$ cat config.mk
export PLATFORM = sky130hd
export DESIGN_NAME = lampfpu_div_sched_flat
export DESIGN_NICKNAME = d
export VERILOG_FILES = /design/src/rtl/lampfpu_div_sched_if.sv /design/src/rtl/lampfpu_div_sched.sv /design/src/flat_wrapper.sv
export SDC_FILE = /design/constraint.sdc
export NUM_CORES = 1
export LEC_CHECK = 0
export ABC_AREA = 0
export CORE_UTILIZATION = 38
export DETAILED_ROUTE_END_ITERATION = 6
export GPL_ROUTABILITY_DRIVEN = 0
export PLACE_DENSITY = 0.82
export SLEW_MARGIN = 5
export SYNTH_ARGS = -nofsm -noshare
export SYNTH_HDL_FRONTEND = slang
export SYNTH_SLANG_ARGS = --single-unit
$ cat constraint.sdc
create_clock -name clk -period 2.6 [get_ports clk]
set_input_delay 0.78 -clock clk [delete_from_list [all_inputs] [get_ports clk]]
set_output_delay 0.78 -clock clk [all_outputs]
set_load 0.05 [all_outputs]
$ cat src/rtl/lampfpu_div_sched_if.sv
// Request / divide-path / response bundle for the shared lampFPU divide scheduler.
// master = requesters + divide path + response sink, slave = scheduler.
interface lampfpu_div_sched_if #(
  parameter int NREQ  = 2,
  parameter int FP_W  = 16,
  parameter int TAG_W = 2
);
  localparam int ID_W = (NREQ > 1) ? $clog2(NREQ) : 1;

  logic [NREQ-1:0]       req_valid_i;
  logic [NREQ-1:0]       req_ready_o;
  logic [NREQ*FP_W-1:0]  req_opa_i;
  logic [NREQ*FP_W-1:0]  req_opb_i;
  logic [NREQ*TAG_W-1:0] req_tag_i;
  logic                  div_start_o;
  logic [FP_W-1:0]       div_opa_o;
  logic [FP_W-1:0]       div_opb_o;
  logic                  div_valid_i;
  logic [FP_W-1:0]       div_res_i;
  logic                  rsp_valid_o;
  logic                  rsp_ready_i;
  logic [ID_W-1:0]       rsp_id_o;
  logic [TAG_W-1:0]      rsp_tag_o;
  logic [FP_W-1:0]       rsp_res_o;
  logic                  rsp_err_o;
  logic                  busy_o;

  modport master (
    output req_valid_i, req_opa_i, req_opb_i, req_tag_i, div_valid_i, div_res_i, rsp_ready_i,
    input  req_ready_o, div_start_o, div_opa_o, div_opb_o, rsp_valid_o, rsp_id_o, rsp_tag_o,
           rsp_res_o, rsp_err_o, busy_o
  );

  modport slave (
    input  req_valid_i, req_opa_i, req_opb_i, req_tag_i, div_valid_i, div_res_i, rsp_ready_i,
    output req_ready_o, div_start_o, div_opa_o, div_opb_o, rsp_valid_o, rsp_id_o, rsp_tag_o,
           rsp_res_o, rsp_err_o, busy_o
  );
endinterface

$ cat src/rtl/lampfpu_div_sched.sv
// Round-robin scheduler sharing one multi-cycle lampFPU divide path between NREQ requesters.
// Latency: accept t, start t+1, response valid one cycle after div_valid_i (or after watchdog).
// Backpressure: single-entry response held until rsp_ready_i; no new accept until it drains.
module lampfpu_div_sched #(
  parameter int NREQ    = 2,
  parameter int FP_W    = 16,
  parameter int TAG_W   = 2,
  parameter int TIMEOUT = 31
) (
  input  logic              clk,
  input  logic              rst,
  lampfpu_div_sched_if.slave io
);
  localparam int ID_W = (NREQ > 1) ? $clog2(NREQ) : 1;
  localparam int WD_W = $clog2(TIMEOUT + 1);
  localparam logic [FP_W-1:0] QNAN = FP_W'(16'h7FC0);

  typedef enum logic [1:0] {ST_IDLE, ST_ISSUE, ST_WAIT, ST_RESP} state_e;

  state_e            state_q, state_d;
  logic [ID_W-1:0]   rr_ptr_q, rr_ptr_d;
  logic [ID_W-1:0]   id_q, id_d;
  logic [TAG_W-1:0]  tag_q, tag_d;
  logic [FP_W-1:0]   opa_q, opa_d;
  logic [FP_W-1:0]   opb_q, opb_d;
  logic [FP_W-1:0]   res_q, res_d;
  logic              err_q, err_d;
  logic [WD_W-1:0]   wdog_q, wdog_d;

  logic              gnt_vld;
  logic [ID_W-1:0]   gnt_idx;
  logic [FP_W-1:0]   sel_opa, sel_opb;
  logic [TAG_W-1:0]  sel_tag;
  logic [NREQ-1:0]   req_ready;

  // Scan downward so the requester closest after rr_ptr is the last (winning) assignment.
  always_comb begin
    logic [ID_W-1:0] idx;
    gnt_vld = 1'b0;
    gnt_idx = '0;
    idx     = '0;
    for (int i = NREQ; i >= 1; i--) begin
      idx = ID_W'((int'(rr_ptr_q) + i) % NREQ);
      if (io.req_valid_i[idx]) begin
        gnt_vld = 1'b1;
        gnt_idx = idx;
      end
    end
  end

  always_comb begin
    sel_opa = '0;
    sel_opb = '0;
    sel_tag = '0;
    for (int r = 0; r < NREQ; r++) begin
      if (gnt_idx == ID_W'(r)) begin
        sel_opa = io.req_opa_i[r*FP_W +: FP_W];
        sel_opb = io.req_opb_i[r*FP_W +: FP_W];
        sel_tag = io.req_tag_i[r*TAG_W +: TAG_W];
      end
    end
  end

  always_comb begin
    state_d   = state_q;
    rr_ptr_d  = rr_ptr_q;
    id_d      = id_q;
    tag_d     = tag_q;
    opa_d     = opa_q;
    opb_d     = opb_q;
    res_d     = res_q;
    err_d     = err_q;
    wdog_d    = wdog_q;
    req_ready = '0;
    case (state_q)
      ST_IDLE: begin
        if (gnt_vld) begin
          req_ready[gnt_idx] = 1'b1;
          rr_ptr_d = gnt_idx;
          id_d     = gnt_idx;
          tag_d    = sel_tag;
          opa_d    = sel_opa;
          opb_d    = sel_opb;
          state_d  = ST_ISSUE;
        end
      end
      ST_ISSUE: begin
        wdog_d  = '0;
        state_d = ST_WAIT;
      end
      ST_WAIT: begin
        // A result arriving on the last watchdog cycle still wins over the timeout.
        if (io.div_valid_i) begin
          res_d   = io.div_res_i;
          err_d   = 1'b0;
          state_d = ST_RESP;
        end else if (wdog_q == WD_W'(TIMEOUT)) begin
          res_d   = QNAN;
          err_d   = 1'b1;
          state_d = ST_RESP;
        end else begin
          wdog_d = wdog_q + WD_W'(1);
        end
      end
      ST_RESP: begin
        if (io.rsp_ready_i) state_d = ST_IDLE;
      end
      default: state_d = ST_IDLE;
    endcase
  end

  always_ff @(posedge clk) begin
    if (rst) begin
      state_q  <= ST_IDLE;
      rr_ptr_q <= ID_W'(NREQ - 1);
      id_q     <= '0;
      tag_q    <= '0;
      opa_q    <= '0;
      opb_q    <= '0;
      res_q    <= '0;
      err_q    <= 1'b0;
      wdog_q   <= '0;
    end else begin
      state_q  <= state_d;
      rr_ptr_q <= rr_ptr_d;
      id_q     <= id_d;
      tag_q    <= tag_d;
      opa_q    <= opa_d;
      opb_q    <= opb_d;
      res_q    <= res_d;
      err_q    <= err_d;
      wdog_q   <= wdog_d;
    end
  end

  assign io.req_ready_o = req_ready;
  assign io.div_start_o = (state_q == ST_ISSUE);
  assign io.div_opa_o   = opa_q;
  assign io.div_opb_o   = opb_q;
  assign io.rsp_valid_o = (state_q == ST_RESP);
  assign io.rsp_id_o    = id_q;
  assign io.rsp_tag_o   = tag_q;
  assign io.rsp_res_o   = res_q;
  assign io.rsp_err_o   = err_q;
  assign io.busy_o      = (state_q != ST_IDLE);
endmodule

$ cat src/flat_wrapper.sv
// flat-port wrapper written by rule: the top's interface ports become plain ports
module lampfpu_div_sched_flat 
#(
  parameter int NREQ    = 2,
  parameter int FP_W    = 16,
  parameter int TAG_W   = 2,
  parameter int TIMEOUT = 31
)
  (clk, rst, io_req_valid_i, io_req_opa_i, io_req_opb_i, io_req_tag_i, io_div_valid_i, io_div_res_i, io_rsp_ready_i, io_req_ready_o, io_div_start_o, io_div_opa_o, io_div_opb_o, io_rsp_valid_o, io_rsp_id_o, io_rsp_tag_o, io_rsp_res_o, io_rsp_err_o, io_busy_o);
  lampfpu_div_sched_if #(.NREQ(NREQ), .FP_W(FP_W), .TAG_W(TAG_W)) io_i ();
  input  logic clk;
  input  logic rst;
  input wire logic [$bits(io_i.req_valid_i)-1:0] io_req_valid_i;
  input wire logic [$bits(io_i.req_opa_i)-1:0] io_req_opa_i;
  input wire logic [$bits(io_i.req_opb_i)-1:0] io_req_opb_i;
  input wire logic [$bits(io_i.req_tag_i)-1:0] io_req_tag_i;
  input wire logic [$bits(io_i.div_valid_i)-1:0] io_div_valid_i;
  input wire logic [$bits(io_i.div_res_i)-1:0] io_div_res_i;
  input wire logic [$bits(io_i.rsp_ready_i)-1:0] io_rsp_ready_i;
  output wire logic [$bits(io_i.req_ready_o)-1:0] io_req_ready_o;
  output wire logic [$bits(io_i.div_start_o)-1:0] io_div_start_o;
  output wire logic [$bits(io_i.div_opa_o)-1:0] io_div_opa_o;
  output wire logic [$bits(io_i.div_opb_o)-1:0] io_div_opb_o;
  output wire logic [$bits(io_i.rsp_valid_o)-1:0] io_rsp_valid_o;
  output wire logic [$bits(io_i.rsp_id_o)-1:0] io_rsp_id_o;
  output wire logic [$bits(io_i.rsp_tag_o)-1:0] io_rsp_tag_o;
  output wire logic [$bits(io_i.rsp_res_o)-1:0] io_rsp_res_o;
  output wire logic [$bits(io_i.rsp_err_o)-1:0] io_rsp_err_o;
  output wire logic [$bits(io_i.busy_o)-1:0] io_busy_o;
  assign io_i.req_valid_i = io_req_valid_i;
  assign io_i.req_opa_i = io_req_opa_i;
  assign io_i.req_opb_i = io_req_opb_i;
  assign io_i.req_tag_i = io_req_tag_i;
  assign io_i.div_valid_i = io_div_valid_i;
  assign io_i.div_res_i = io_div_res_i;
  assign io_i.rsp_ready_i = io_rsp_ready_i;
  assign io_req_ready_o = io_i.req_ready_o;
  assign io_div_start_o = io_i.div_start_o;
  assign io_div_opa_o = io_i.div_opa_o;
  assign io_div_opb_o = io_i.div_opb_o;
  assign io_rsp_valid_o = io_i.rsp_valid_o;
  assign io_rsp_id_o = io_i.rsp_id_o;
  assign io_rsp_tag_o = io_i.rsp_tag_o;
  assign io_rsp_res_o = io_i.rsp_res_o;
  assign io_rsp_err_o = io_i.rsp_err_o;
  assign io_busy_o = io_i.busy_o;
  lampfpu_div_sched #(.NREQ(NREQ), .FP_W(FP_W), .TAG_W(TAG_W), .TIMEOUT(TIMEOUT)) u_core (.clk(clk), .rst(rst), .io(io_i));
endmodule
# Word level (Yosys, flattened, before mapping)
# Cells that the tools add are included.
# word_totals
reg_bits	60
inputBits	90
out_inout_bits	57
wordCells	61
# op_classes
addsub	3
magnitude_cmp	4
n_eq_ne	9
mux	27
reduce_logical	9
# op_table
operator	n
2-to-1 mux 16 bit	4
2-to-1 mux 2 bit	7
2-to-1 mux 1 bit	11
2-to-1 mux 5 bit	2
one-hot mux 5 bit (2 select lines)	1
one-hot mux 2 bit (4 select lines)	1
< comparator 1 x 2 -> 1 bit (second input constant)	3
inequality test 2 bit (second input constant)	3
AND reduction 3 bit	2
nonzero test 2 bit	3
adder 5 x 1 -> 5 bit (second input constant)	1
equality test 5 bit (second input constant)	1
equality test 2 bit (second input constant)	2
AND reduction 2 bit	2
inequality test 3 x 2 -> 1 bit (second input constant)	1
adder 1 bit (second input constant)	2
equality test 2 x 1 -> 1 bit (second input constant)	1
zero test 2 bit	1
inequality test 2 x 1 -> 1 bit (second input constant)	1
demux 1 bit (select 1 bit)	1
>= comparator 1 bit (second input constant)	1
logical AND 1 bit	1

# Logic depth before layout (Yosys ltp)
# logic_depth
word_depth	11
depth_mapped	7
ltp_nobuf	6

# Worst setup path after synthesis
# No wires, ideal clock.
# synth_timing
path_type	input -> output
start	input port io_req_valid_i[1]
end	output port io_req_ready_o[1]
arrival_time_ps	1781
t_required_ps	1820
setup_slack_ps	39
path_stages	4
path_cell_list	and2_1 clkbuf_1 clkbuf_1 and2_1
# synth_via
elab_chain_cells	10
word_cells_on_any_way	15
# synth_lines
item	line_no	text
start: declaration	flat_wrapper.sv:13	input wire logic [$bits(io_i.req_valid_i)-1:0] io_req_valid_i;
2-to-1 mux 1 bit (not written as such) (2 in series)	lampfpu_div_sched.sv:44	if (io.req_valid_i[idx]) begin
2-to-1 mux 1 bit (2 in series)	lampfpu_div_sched.sv:44	
< comparator 1 x 2 -> 1 bit (not written as such) / >= comparator 1 bit (equally long branches)	lampfpu_div_sched.sv:78	req_ready[gnt_idx] = 1'b1;
logical AND 1 bit (not written as such)	lampfpu_div_sched.sv:78	
2-to-1 mux 1 bit (not written as such)	lampfpu_div_sched.sv:78	
demux 1 bit (select 1 bit)	n/a	
2-to-1 mux 2 bit (*)	lampfpu_div_sched.sv:77	if (gnt_vld) begin
2-to-1 mux 2 bit (*)	lampfpu_div_sched.sv:75	case (state_q)
end: declaration	flat_wrapper.sv:20	output wire logic [$bits(io_i.req_ready_o)-1:0] io_req_ready_o;
# Every way passes the cells marked *; elsewhere a longest branch is shown, timed or not. The select of a mux whose other input is x is not followed.

# Final worst setup path
# Same ends and word-level chain as after synthesis.

==> results by group <==
Layout
  – Layout cell share with drive strength beyond 1: 8.22%
  – Ant. Diodes: 0
  – Non-filler cells, final: 515
  – Fill cells: 557
  – Synth-to-layout area growth: 69.3%
  – Nets: 530

Routing
  – Initial DRC Count: 131
  – Routed WL per cell: ~14 µm
  – WL final: between 7000 and 8000 µm
  – Vias: 2715
  – Via density: 5.27
  – DRT Pass-1 Iters: 7
  – # DRC: 12
  – Antenna Nets Post-Route: 0

Pwr
  – Sw frac: 43.0%
  – Clock network fraction of design power: 20.7%
  – Pleak: 0.00162 µW
  – Worst VDD drop: approximately 0.67 mV
  – Switching power: 1910 µW
  – P per Cell Area: 1020 nW/µm²
  – Flop pwr share: about 29%
  – Combinational Power Share: 50.7%
  – Int Pwr: 2530 µW

Floorplan
  – Core Footprint: 6460 µm²
  – FP Rows: 29
  – Die ar.: slightly above 7000 µm²
  – Die W: 84.4 µm
  – Initial core utilization: between 30% and 40%
  – Die Ht: 84.4 µm
  – I/O Pins: 147

Timing
  – Unrepaired setup endpoints after global routing: no
  – Least-Margin Pin Slew: 0.527 ns
  – Minimum clock period: between 2 and 3 ns
  – Hold violation count in the final report: 0
  – Worst slew margin: 64.6%
  – Setup-failing EPs final: 0
  – Pins Over Slew Limit: 0
  – Setup TNS: 0 ns
  – Max Clock Skew: 0.00491 ns
  – Part of the cycle the worst path needs: 97.2%
  – Fmax: 396 MHz

Global routing
  – GRT Resource Usage Total: 21.4%
  – Initial antenna violation count: 0
  – Grt ovf: 0
  – First-pass GRT wire length: 12200 µm
  – Vias in the first global route: 2591
  – Largest net degree at the start of global routing: 33

Worst setup path
  – Worst Path Buf+Inv: 2
  – Cell Chain, Critical Path: clkdlybuf4s50_1 -> and2_1 -> and2_1 -> buf_12
  – Critical path origin: io_req_valid_i[1]
  – Worst EP required: around 1.8 ns
  – Crit path top cell by count: and2_1
  – Reg2reg start: u_core.wdog_q[0]
  – CP max-delay cell: clkdlybuf4s50_1
  – Critical Path AT: 1.75 ns
  – Critical path's top delay family: buffers and inverters
  – Critical Path End Type: primary output
  – Crit Path Max Fanout: 3
  – Worst Setup Start Kind: primary input
  – CP Class: in -> out
  – Slowest stage delay, CP: 0.50 ns

Status
  – Failing checks: DRC
  – Status: complete, but fails checks

Clock tree
  – Clk buf depth: 2
  – Worst-path clk slew: around 0.060 ns
  – Clock Tree Root: clkbuf_8
  – Number of post-CTS setup repair buffers: 0
  – CTS Buf Count: 9
  – Later-pin clock latency in the skew report: between 0.3 and 0.4 ns
  – CTS H-tree depth: 3
  – CTS tree: built
  – Clock sinks: 60
  – Post-CTS Hold Buffers: 0
  – Cts repair resizes: 0

Place
  – Post-DP HPWL: 5300 µm
  – Cells after DPL: 499
  – PortBufs: 146

Run
  – Number of max-cap violations: 0

Yosys
  – Top-area cell type share of the netlist area: 46.5%
  – Mapped cell area: ~2600 µm²
  – Top cells by area, synth: dfxtp_1 47%, a32oi_1 6.8%, nor2_1 5.8%
  – Sequential area share after synthesis: 46.5%
  – Gate Count Post-Synth: approximately 290
  – Netlist cell types: 34
  – Mean Syn Cell Area: 8.96 µm²
  – Synth Net Count: approximately 390
  – Synth Register Bits: 60
  – Yosys warning count: 0
  – Cell taking the most area after synthesis: dfxtp_1

Hold path
  – Hold Crit Class: reg -> reg
  – Beginning of the worst hold path: u_core.wdog_q[4]
## cells in the final DEF, fill, tap and decap left out, types with 2 or more instances in the layout
| master | netlist | routed |
|---|---|---|
| buf_12 | 0 | 3 |
| o21ai_1 | 4 | 4 |
| nor2_1 | 40 | 40 |
| and2_1 | 5 | 5 |
| mux2i_1 | 14 | 14 |
| clkinv_2 | 0 | 3 |
| a22oi_1 | 8 | 8 |
| ha_1 | 7 | 7 |
| o21a_1 | 2 | 2 |
| nand2_1 | 4 | 4 |
| inv_1 | 4 | 4 |
| a211oi_1 | 14 | 14 |
| buf_4 | 1 | 14 |
| a32oi_1 | 20 | 20 |
| nor3_1 | 13 | 13 |
| nand3_1 | 25 | 25 |
| clkdlybuf4s50_1 | 0 | 141 |
| bufinv_16 | 0 | 2 |
| clkbuf_8 | 0 | 10 |
| dfxtp_1 | 60 | 60 |
| nor3b_1 | 2 | 2 |
| nand2b_1 | 5 | 5 |
| a21oi_1 | 24 | 24 |
## power by group through the flow
stage | logic (µW) | registers [µW] | clock network (µW)
detailed placement | 2260 | 1290 | 0
global route | 2390 | 1310 | 991
global placement | 2230 | 1280 | 0
floorplan | 741 | 2020 | 0
CTS | 2270 | 1280 | 939
finish | 2250 | 1280 | 919
## per-stage QoR
stage | cell area, µm² | total power, µW | util (%) | setup slack, ns | hold WS, ns
after global routing | 4370 | 4690 | 67.6 | 0.0165 | 0.525
after CTS | 4370 | 4480 | 67.6 | 0.0713 | 0.489
final | 4370 | 4450 | 67.6 | 0.0731 | 0.484
after global placement | 4150 | 3510 | 64.3 | 0.0806 | 0.467
after detailed placement | 4150 | 3550 | 64.3 | 0.0736 | 0.480
after floorplan | 2580 | 2760 | - | 0.0386 | 0.452
## final cells by class
cell class / instances / area (µm²) / share of cell area (%)
tap: 77 / 96.3 / 2.21
multi-input combinational: 199 / 1260 / 28.8
clock buffer: 11 / 141 / 3.24
timing repair buffer: 159 / 1580 / 36.2
clock inverter: 5 / 75.1 / 1.72
inverter: 4 / 15.0 / 0.344
sequential: 60 / 1200 / 27.5
## Yosys cell counts (all sizes together)
| cell type | instances |
|---|---|
| a211oi | 15 |
| nor3b | 2 |
| nand2b | 5 |
| or3 | 1 |
| a22oi | 8 |
| and3 | 1 |
| nand3 | 25 |
| o21a | 2 |
| o31a | 1 |
| or3b | 1 |
| nor2 | 40 |
| nor2b | 1 |
| nor3 | 13 |
| mux2i | 14 |
| and2 | 5 |
| or4 | 1 |
| xnor2 | 1 |
| buf | 4 |
| clkbuf | 21 |
| nand2 | 4 |
| inv | 4 |
| o31ai | 1 |
| dfxtp | 60 |
| o21ai | 4 |
| nor4bb | 1 |
| ha | 7 |
| a21boi | 1 |
| a21oi | 24 |
| nor4 | 1 |
| a32oi | 20 |
## state kept, by name (all words and copies together) (netlist names)
signal	flops
u_core.io.div_opa_o	16
u_core.io.div_opb_o	16
u_core.io.rsp_res_o	16
u_core.wdog_q	5
u_core.io.rsp_tag_o	2
u_core.state_q	2
u_core.io.rsp_err_o	1
u_core.io.rsp_id_o	1
u_core.rr_ptr_q	1
## cell families (layout without fill, tap and decap cells)
kind of cell | after synthesis | after routing | share of synthesized area, %
and+or+nand+nor | 101 | 101 | 18.9
AOI/OAI and AO/OA | 76 | 76 | 20.7
DFF | 60 | 60 | 46.5
buffers and inverters | 29 | 179 | 4.70
muxes | 14 | 14 | 5.43
adders and majority gates | 7 | 7 | 3.39
xor gates and xnor gates | 1 | 1 | 0.339
## tightest hold or removal path: cells and delay by family, from the launching register on
kind	cells	cell delay, ns
compound gates	1	0.06
simple gates	1	0.07
flops	1	0.31
## final timing paths
kind | end | slack (ns) | depth (start not counted)
min reg2reg | u_core.wdog_q[4] | 0.48 | 2
max reg2reg | u_core.wdog_q[3] | 0.53 | 6
max | io_req_ready_o[1] | 0.07 | 4
min | u_core.wdog_q[4] | 0.48 | 2
## metal layers
metal	part of all wire (%)	vias up	track usage (%)
li1	-	1351	-
met1	43	1261	26.5
met2	49	93	36.1
met3	6.7	10	5.01
met4	1.3	0	8.17
met5	0	-	0
Note: power is estimated with default switching activity, not from simulation.
